File: config.mk
export PLATFORM = sky130hd
export DESIGN_NAME = dmem_responder
export DESIGN_NICKNAME = d
export VERILOG_FILES = /design/src/rtl/dmem_pkg.sv /design/src/rtl/dmem_array.sv /design/src/rtl/dmem_responder.sv
export SDC_FILE = /design/constraint.sdc
export NUM_CORES = 2
export LEC_CHECK = 0
export CAP_MARGIN = 40
export CORE_MARGIN = 3
export CORE_UTILIZATION = 62
export DETAILED_ROUTE_END_ITERATION = 10
export HOLD_SLACK_MARGIN = 0.15
export MAX_ROUTING_LAYER = met4
export PLACE_DENSITY = 0.8
export SYNTH_ARGS = -nofsm -noshare
export SYNTH_HDL_FRONTEND = slang
export SYNTH_SLANG_ARGS = --single-unit
File: constraint.sdc
create_clock -name clk -period 3.3 [get_ports clk]
set_input_delay 0.66 -clock clk [delete_from_list [all_inputs] [get_ports clk]]
set_output_delay 0.66 -clock clk [all_outputs]
set_load 0.1 [all_outputs]
File: src/rtl/dmem_pkg.sv
// Shared definitions for the wait-stated data-memory responder.
// Holds the responder FSM state type, word geometry, the wait-state
// ceiling, and the byte-lane merge used when a store commits.
package dmem_pkg;

  typedef enum logic [1:0] {
    IDLE = 2'd0,
    WAIT = 2'd1,
    RESP = 2'd2
  } dmem_state_e;

  localparam int DMEM_BYTES_PER_WORD = 4;
  localparam int DMEM_MAX_WAIT       = 15;

  // Replace the byte lanes of old_word selected by be with the matching
  // lanes of new_word; unselected lanes keep their old contents.
  function automatic logic [31:0] dmem_merge(input logic [31:0] old_word,
                                             input logic [31:0] new_word,
                                             input logic [3:0]  be);
    logic [31:0] merged;
    merged = old_word;
    for (int b = 0; b < DMEM_BYTES_PER_WORD; b++) begin
      if (be[b]) merged[8*b +: 8] = new_word[8*b +: 8];
    end
    return merged;
  endfunction

endpackage

File: src/rtl/dmem_array.sv
// Word-organised storage behind the responder.
// Ports:
//   clk    - rising-edge clock
//   rst    - asynchronous active-low clear of every word
//   we     - write strobe for the word at idx
//   idx    - word index (shared by read and write)
//   be     - byte-lane enables for the write
//   wdata  - store data
//   rdata  - current contents of the word at idx (combinational read)
module dmem_array
  import dmem_pkg::*;
#(
  parameter int ENTRY_COUNT = 32,
  localparam int IDX_W      = $clog2(ENTRY_COUNT)
) (
  input  logic             clk,
  input  logic             rst,
  input  logic             we,
  input  logic [IDX_W-1:0] idx,
  input  logic [3:0]       be,
  input  logic [31:0]      wdata,
  output logic [31:0]      rdata
);

  logic [31:0] mem [ENTRY_COUNT];

  always_ff @(posedge clk or negedge rst) begin
    if (!rst) begin
      for (int i = 0; i < ENTRY_COUNT; i++) mem[i] <= '0;
    end else if (we) begin
      for (int b = 0; b < DMEM_BYTES_PER_WORD; b++) begin
        if (be[b]) mem[idx][8*b +: 8] <= wdata[8*b +: 8];
      end
    end
  end

  assign rdata = mem[idx];

endmodule

File: src/rtl/dmem_responder.sv
// Responder end of the MEM-stage data-memory interface: a handshaked RAM
// that takes one load or store at a time, inserts WAIT_CYCLES wait states,
// then returns a one-cycle response. stall tells the core to hold
// pipeline_advance low while a request is pending.
// Ports:
//   clk, rst    - clock (rising edge), asynchronous active-low reset
//   req_valid   - request present, held until resp_valid
//   req_wr_en   - 1 = store, 0 = load
//   req_addr    - byte address
//   req_wdata   - store data
//   req_be      - store byte enables (lane i = bits 8i+7:8i)
//   req_ready   - request is accepted on an edge where this and req_valid are high
//   resp_valid  - one-cycle response strobe
//   resp_rdata  - load data, or the merged word for a store
//   addr_err    - with resp_valid: address misaligned or out of range
//   stall       - pipeline hold request
module dmem_responder
  import dmem_pkg::*;
#(
  parameter int BIT_WIDTH   = 32,
  parameter int ENTRY_COUNT = 32,
  parameter int WAIT_CYCLES = 2
) (
  input  logic        clk,
  input  logic        rst,
  input  logic        req_valid,
  input  logic        req_wr_en,
  input  logic [31:0] req_addr,
  input  logic [31:0] req_wdata,
  input  logic [3:0]  req_be,
  output logic        req_ready,
  output logic        resp_valid,
  output logic [31:0] resp_rdata,
  output logic        addr_err,
  output logic        stall
);

  localparam int          IDX_W     = $clog2(ENTRY_COUNT);
  localparam logic [3:0]  WAIT_LOAD = 4'(WAIT_CYCLES);

  if (BIT_WIDTH != 32) begin : g_bad_width
    $error("dmem_responder: BIT_WIDTH must be 32");
  end
  if (ENTRY_COUNT < 2 || (ENTRY_COUNT & (ENTRY_COUNT - 1)) != 0) begin : g_bad_entries
    $error("dmem_responder: ENTRY_COUNT must be a power of 2 and at least 2");
  end
  if (WAIT_CYCLES < 0 || WAIT_CYCLES > DMEM_MAX_WAIT) begin : g_bad_wait
    $error("dmem_responder: WAIT_CYCLES must be in 0..15");
  end

  dmem_state_e state_q, state_d;
  logic [3:0]  wait_cnt_q;
  logic [31:0] addr_q, wdata_q, rdata_q;
  logic [3:0]  be_q;
  logic        wr_en_q, err_q;

  logic             accept, enter_resp;
  logic [31:0]      op_addr, op_wdata, array_rdata, resp_word;
  logic [3:0]       op_be;
  logic             op_wr_en, op_err, array_we;
  logic [IDX_W-1:0] op_idx;

  assign accept = (state_q == IDLE) && req_valid;

  // With zero wait states the commit lands on the accept edge itself, before
  // the latches are loaded, so the live request is used while still in IDLE.
  assign op_addr  = (state_q == IDLE) ? req_addr  : addr_q;
  assign op_wdata = (state_q == IDLE) ? req_wdata : wdata_q;
  assign op_be    = (state_q == IDLE) ? req_be    : be_q;
  assign op_wr_en = (state_q == IDLE) ? req_wr_en : wr_en_q;

  assign op_idx = op_addr[2 +: IDX_W];
  // Any set bit above the index field means addr >= 4*ENTRY_COUNT.
  assign op_err = (op_addr[1:0] != 2'b00) || (op_addr[31:IDX_W+2] != '0);

  assign enter_resp = (state_d == RESP) && (state_q != RESP);
  assign array_we   = enter_resp && op_wr_en && !op_err;
  assign resp_word  = op_wr_en ? dmem_merge(array_rdata, op_wdata, op_be) : array_rdata;

  dmem_array #(
    .ENTRY_COUNT(ENTRY_COUNT)
  ) u_array (
    .clk  (clk),
    .rst  (rst),
    .we   (array_we),
    .idx  (op_idx),
    .be   (op_be),
    .wdata(op_wdata),
    .rdata(array_rdata)
  );

  always_comb begin
    state_d   = state_q;
    req_ready = 1'b0;
    stall     = 1'b0;
    case (state_q)
      IDLE: begin
        req_ready = 1'b1;
        stall     = req_valid;
        if (req_valid) state_d = (WAIT_CYCLES == 0) ? RESP : WAIT;
      end
      WAIT: begin
        stall = 1'b1;
        if (wait_cnt_q == 4'd1) state_d = RESP;
      end
      RESP: state_d = IDLE;
      default: state_d = IDLE;
    endcase
  end

  always_ff @(posedge clk or negedge rst) begin
    if (!rst) begin
      state_q    <= IDLE;
      wait_cnt_q <= '0;
      addr_q     <= '0;
      wdata_q    <= '0;
      be_q       <= '0;
      wr_en_q    <= 1'b0;
      rdata_q    <= '0;
      err_q      <= 1'b0;
    end else begin
      state_q <= state_d;
      if (accept) begin
        addr_q     <= req_addr;
        wdata_q    <= req_wdata;
        be_q       <= req_be;
        wr_en_q    <= req_wr_en;
        wait_cnt_q <= WAIT_LOAD;
      end else if (state_q == WAIT) begin
        wait_cnt_q <= wait_cnt_q - 4'd1;
      end
      if (enter_resp) begin
        rdata_q <= op_err ? '0 : resp_word;
        err_q   <= op_err;
      end
    end
  end

  assign resp_valid = (state_q == RESP);
  assign resp_rdata = resp_valid ? rdata_q : '0;
  assign addr_err   = resp_valid && err_q;

endmodule

==> impl_metrics.py <==
metrics = {
    "setup_path": {
        "worst-endpoint-required_ps": 2640,
        "reg2reg_slack_ps": 100,
        "length_in_cells_of_the_worst_reg_to_reg_path": 10,
        "crit_path_frequent_cell": "buf_12",
        "startpoint": "state_q[1]$_DFF_PN0_",
        "crit_arrival_ps": 2560,
        "worst_setup_path_endpoint": "resp_rdata[16]",
        "max_stage_delay_ps": 570,
        "regToRegEndpoint": "rdata_q[31]$_DFFE_PN0P_",
        "end_kind": "output port",
        "timing.critical_path.fanout_max": 18,
        "worstPathCellList": "buf_4 > nor2b_4 > buf_12 > and2_1 > buf_12",
        "crit_slowest_cell": "nor2b_4",
        "timing.setup.critical_path_class": "reg2out",
        "reg2reg_from": "state_q[1]$_DFF_PN0_",
        "cp-start-kind": "register",
    },
    "power_and_ir_drop": {
        "power.density_nw_per_um2": 803,
        "p_leak_uw": 0.0265,
        "peakVddDrop_v": 0.000725,
        "power.switching_fraction_pct": 38.2,
        "power_frac_seq_pct": 32.7,
        "internal_dissipation_uw": 27800,
        "clock_power_share_pct": 29.7,
        "switching_power_uw": 17200,
        "combinationalPowerShare_pct": 37.6,
    },
    "synth": {
        "postSynthNetCount": 5142,
        "synth_top_family_by_area": "compound AO/OA/AOI/OAI gates",
        "async_reset_ff_share_pct": 100,
        "synth.top_cells.by_count": "dfrtp_1 (1,132), nor2_1 (1,046), a21oi_1 (1,024), o22ai_1 (512), o21ai_0 (262)",
        "synthesis.area_um2": 48100,
        "synth_flop_cell": "dfrtp_1",
        "number_of_synthesized_flops_with_an_enable_pin": 0,
        "synth_compound_gate_area_share_pct": 21.0,
        "ys_types": 46,
        "synth_simple_gate_area_share_pct": 14.9,
        "synth.ff_latch_count": 1132,
        "xor_xnor_fraction_of_synth_area_pct": 0.0182,
        "syn_inst_count": 5068,
        "yosys.area_share.adder_pct": 0.0520,
        "yosysWarningCount": 0,
        "yosys-top-cells-area": "dfrtp_1 (59%), a21oi_1 (11%), nor2_1 (8.2%), o22ai_1 (6.7%), o21ai_0 (2.7%)",
        "synth_top_cell_area_share_pct": 58.8,
        "muxShareOfSynthArea_pct": 0.759,
        "yosysSeqAreaShare_pct": 58.8,
        "yosysMostFrequentCell": "dfrtp_1",
        "yosys.area.top_type": "dfrtp_1",
        "syn-mean-instance-area_um2": 9.50,
    },
    "sta": {
        "fmax_ghz": 0.311,
        "timing_max_transition_violations_final": 0,
        "layout_worst_path_cycle_share_pct": 97.5,
        "tightest_slew_ps": 887,
        "setup_total_negative_slack_ps": 0,
        "finalSetupViolations": 0,
        "fin_skew_ps": 27.6,
        "rsz0062_at_grt": "no",
        "finalHoldViolations": 0,
        "fin_hold_ws_ps": 481,
        "fin_crit_ps": 3220,
        "slew_headroom_pct": 40.8,
    },
    "outcome": {
        "run_status": "finished clean",
    },
    "placement": {
        "placed_cell_area_um2": 52100,
        "gp_congestion": 0.916,
        "post-place-cells": 6074,
        "dp.final_hpwl_um": 90500,
        "place.port_buffers": 107,
    },
    "layout": {
        "area_delta_synth_final_pct": 16.3,
        "fillers": 5106,
        "stdcell_count": 6285,
        "layout.nets": 5233,
        "post_route_cells_drive_above_1_share_pct": 13.0,
        "finish.instance_area_um2": 56000,
    },
    "clock_tree": {
        "cts_max_path_buffers": 3,
        "cts_tree": "done",
        "clk_pin_slew_worst_paths_ps": 60,
        "cts-htree-levels": 3,
        "cts_inserted_buffers": 112,
        "post_cts.repair.setup_buffers": 0,
        "clock_sink_count": 1132,
        "cts.root.buffer_cell": "clkbuf_16",
        "clock_latency_on_the_worst_skew_pair_ps": 710,
    },
    "floorplanning": {
        "num_rows": 101,
        "floorplan.die.height_um": 285,
        "initial_utilization_pct": 63.0,
        "floorplan.die.width_um": 285,
        "core_region_area_um2": 76500,
        "design.die.area_um2": 81000,
        "io_pins": 108,
    },
    "detailed_routing": {
        "detail_route.vias_per_cell": 6.46,
        "post_detailed_route_count_of_antenna_violating_nets": 0,
        "postRouteWirelength_um": 142000,
        "vias": 40600,
        "drc": 0,
        "first_pass_iters": 6,
        "drt_iter0_drc": 5213,
        "routedWlPerCell_um": 22.5,
    },
    "flow_run": {
        "maxCapViolations": 0,
    },
    "worst_hold_path": {
        "classification_of_the_worst_slack_hold_path": "reg2reg",
    },
    "global_routing": {
        "grt_pass1_vias": 40100,
        "largest_net_degree_at_the_start_of_global_routing": 121,
        "leftover_overflow_at_the_end_of_global_routing": 0,
        "grt.total_usage_pct": 35.9,
        "initial_antenna_violation_count": 3,
        "grt_pass1_wl_um": 224000,
    },
}
-- final cells by class --
type / count / area [µm²] / share of cell area (%)
clock buffers: 157 / 3230 / 5.77
diodes: 3 / 7.51 / 0.0134
repair buffers: 387 / 4200 / 7.49
multi-input cells: 3486 / 18100 / 32.4
inverters: 40 / 151 / 0.270
well taps: 1030 / 1290 / 2.30
clock inverters: 50 / 649 / 1.16
flip-flops and latches: 1132 / 28300 / 50.6
-- sequential cells by signal, summed over array words and instances, names as in the netlist, 2 cells and up --
name,cells
wdata_q,32
rdata_q,32
be_q,4
u_array.mem,1024
state_q,2
addr_q,32
wait_cnt_q,4
-- critical path, delay by kind of cell (launching register included) --
kind | cells | cell delay (ps)
AND/OR/NAND/NOR | 2 | 790
buffers and inverters | 3 | 650
flip-flops | 1 | 400
-- metal layers --
layer | wire length, µm | part of all wire [%] | GRT usage [%] | vias up
met5 | 0 | 0 | - | -
met4 | 8000 | 5.6 | 18.8 | 0
met3 | 13700 | 9.6 | 6.82 | 548
met2 | 66000 | 47 | 53.8 | 2409
met1 | 54000 | 38 | 47.0 | 19800
li1 | - | - | - | 17900
-- power by group through the flow --
stage / clock network, µW / registers [µW] / logic [µW]
2_1_floorplan: 0 / 14800 / 9200
3_5_place_dp: 0 / 14900 / 16300
6_report: 13400 / 14700 / 16900
3_3_place_gp: 0 / 14900 / 16000
5_1_grt: 14000 / 14700 / 17700
4_1_cts: 13400 / 14700 / 16400
-- stage by stage --
stage	utilization, %	total power [µW]	setup slack (ps)
after floorplan	-	24000	217
after global placement	68.1	30900	-36.7
after detailed placement	68.1	31200	-115
after CTS	73.2	44600	73.6
after global routing	73.2	46500	19.3
final	73.2	45000	82.7
-- cell families after synthesis --
logic type,count (synthesis)
fa+ha+maj,2
xor+xnor,1
flops,1132
compound gates,1851
mux,35
simple gates,1597
buf+inv,450
-- cell usage in the layout (no fill, tap or decap), drive strengths merged --
cell	instances
a21oi	1024
a221o	32
a31o	1
a31oi	6
and2	40
and3	1
buf	316
bufinv	13
clkbuf	157
clkdlybuf4s50	70
clkinv	31
clkinvlp	4
dfrtp	1132
diode	3
dlygate4sd3	1
ha	2
inv	42
mux2	2
mux2i	33
nand2	259
nand2b	9
nand3	36
nand4	33
nor2	1164
nor2b	6
nor3	33
nor3b	1
nor4	8
nor4b	4
o211ai	6
o21a	1
o21ai	269
o22ai	512
or2	1
or3	1
or4	1
xor2	1
-- worst min-delay path by stage --
stage,from,cells after the start,end,slack (ps)
global route,req_addr[17],3,addr_q[17]$_DFFE_PN0P_,490
floorplan,rst,0,addr_q[0]$_DFFE_PN0P_,360
CTS,req_addr[17],3,addr_q[17]$_DFFE_PN0P_,480
finish,addr_q[20]$_DFFE_PN0P_,2,addr_q[20]$_DFFE_PN0P_,480
detailed placement,addr_q[7]$_DFFE_PN0P_,2,addr_q[7]$_DFFE_PN0P_,470
global placement,addr_q[20]$_DFFE_PN0P_,2,addr_q[20]$_DFFE_PN0P_,460
-- what timing repair did --
| item | CTS | global route |
|---|---|---|
| gates resized for setup | 1 | 0 |
| hold buffers | 1 | 0 |
| endpoints found under the hold margin | 37 | 0 |
| endpoints found under the setup margin | 1 | 0 |
(Power assumes the default switching activity.)
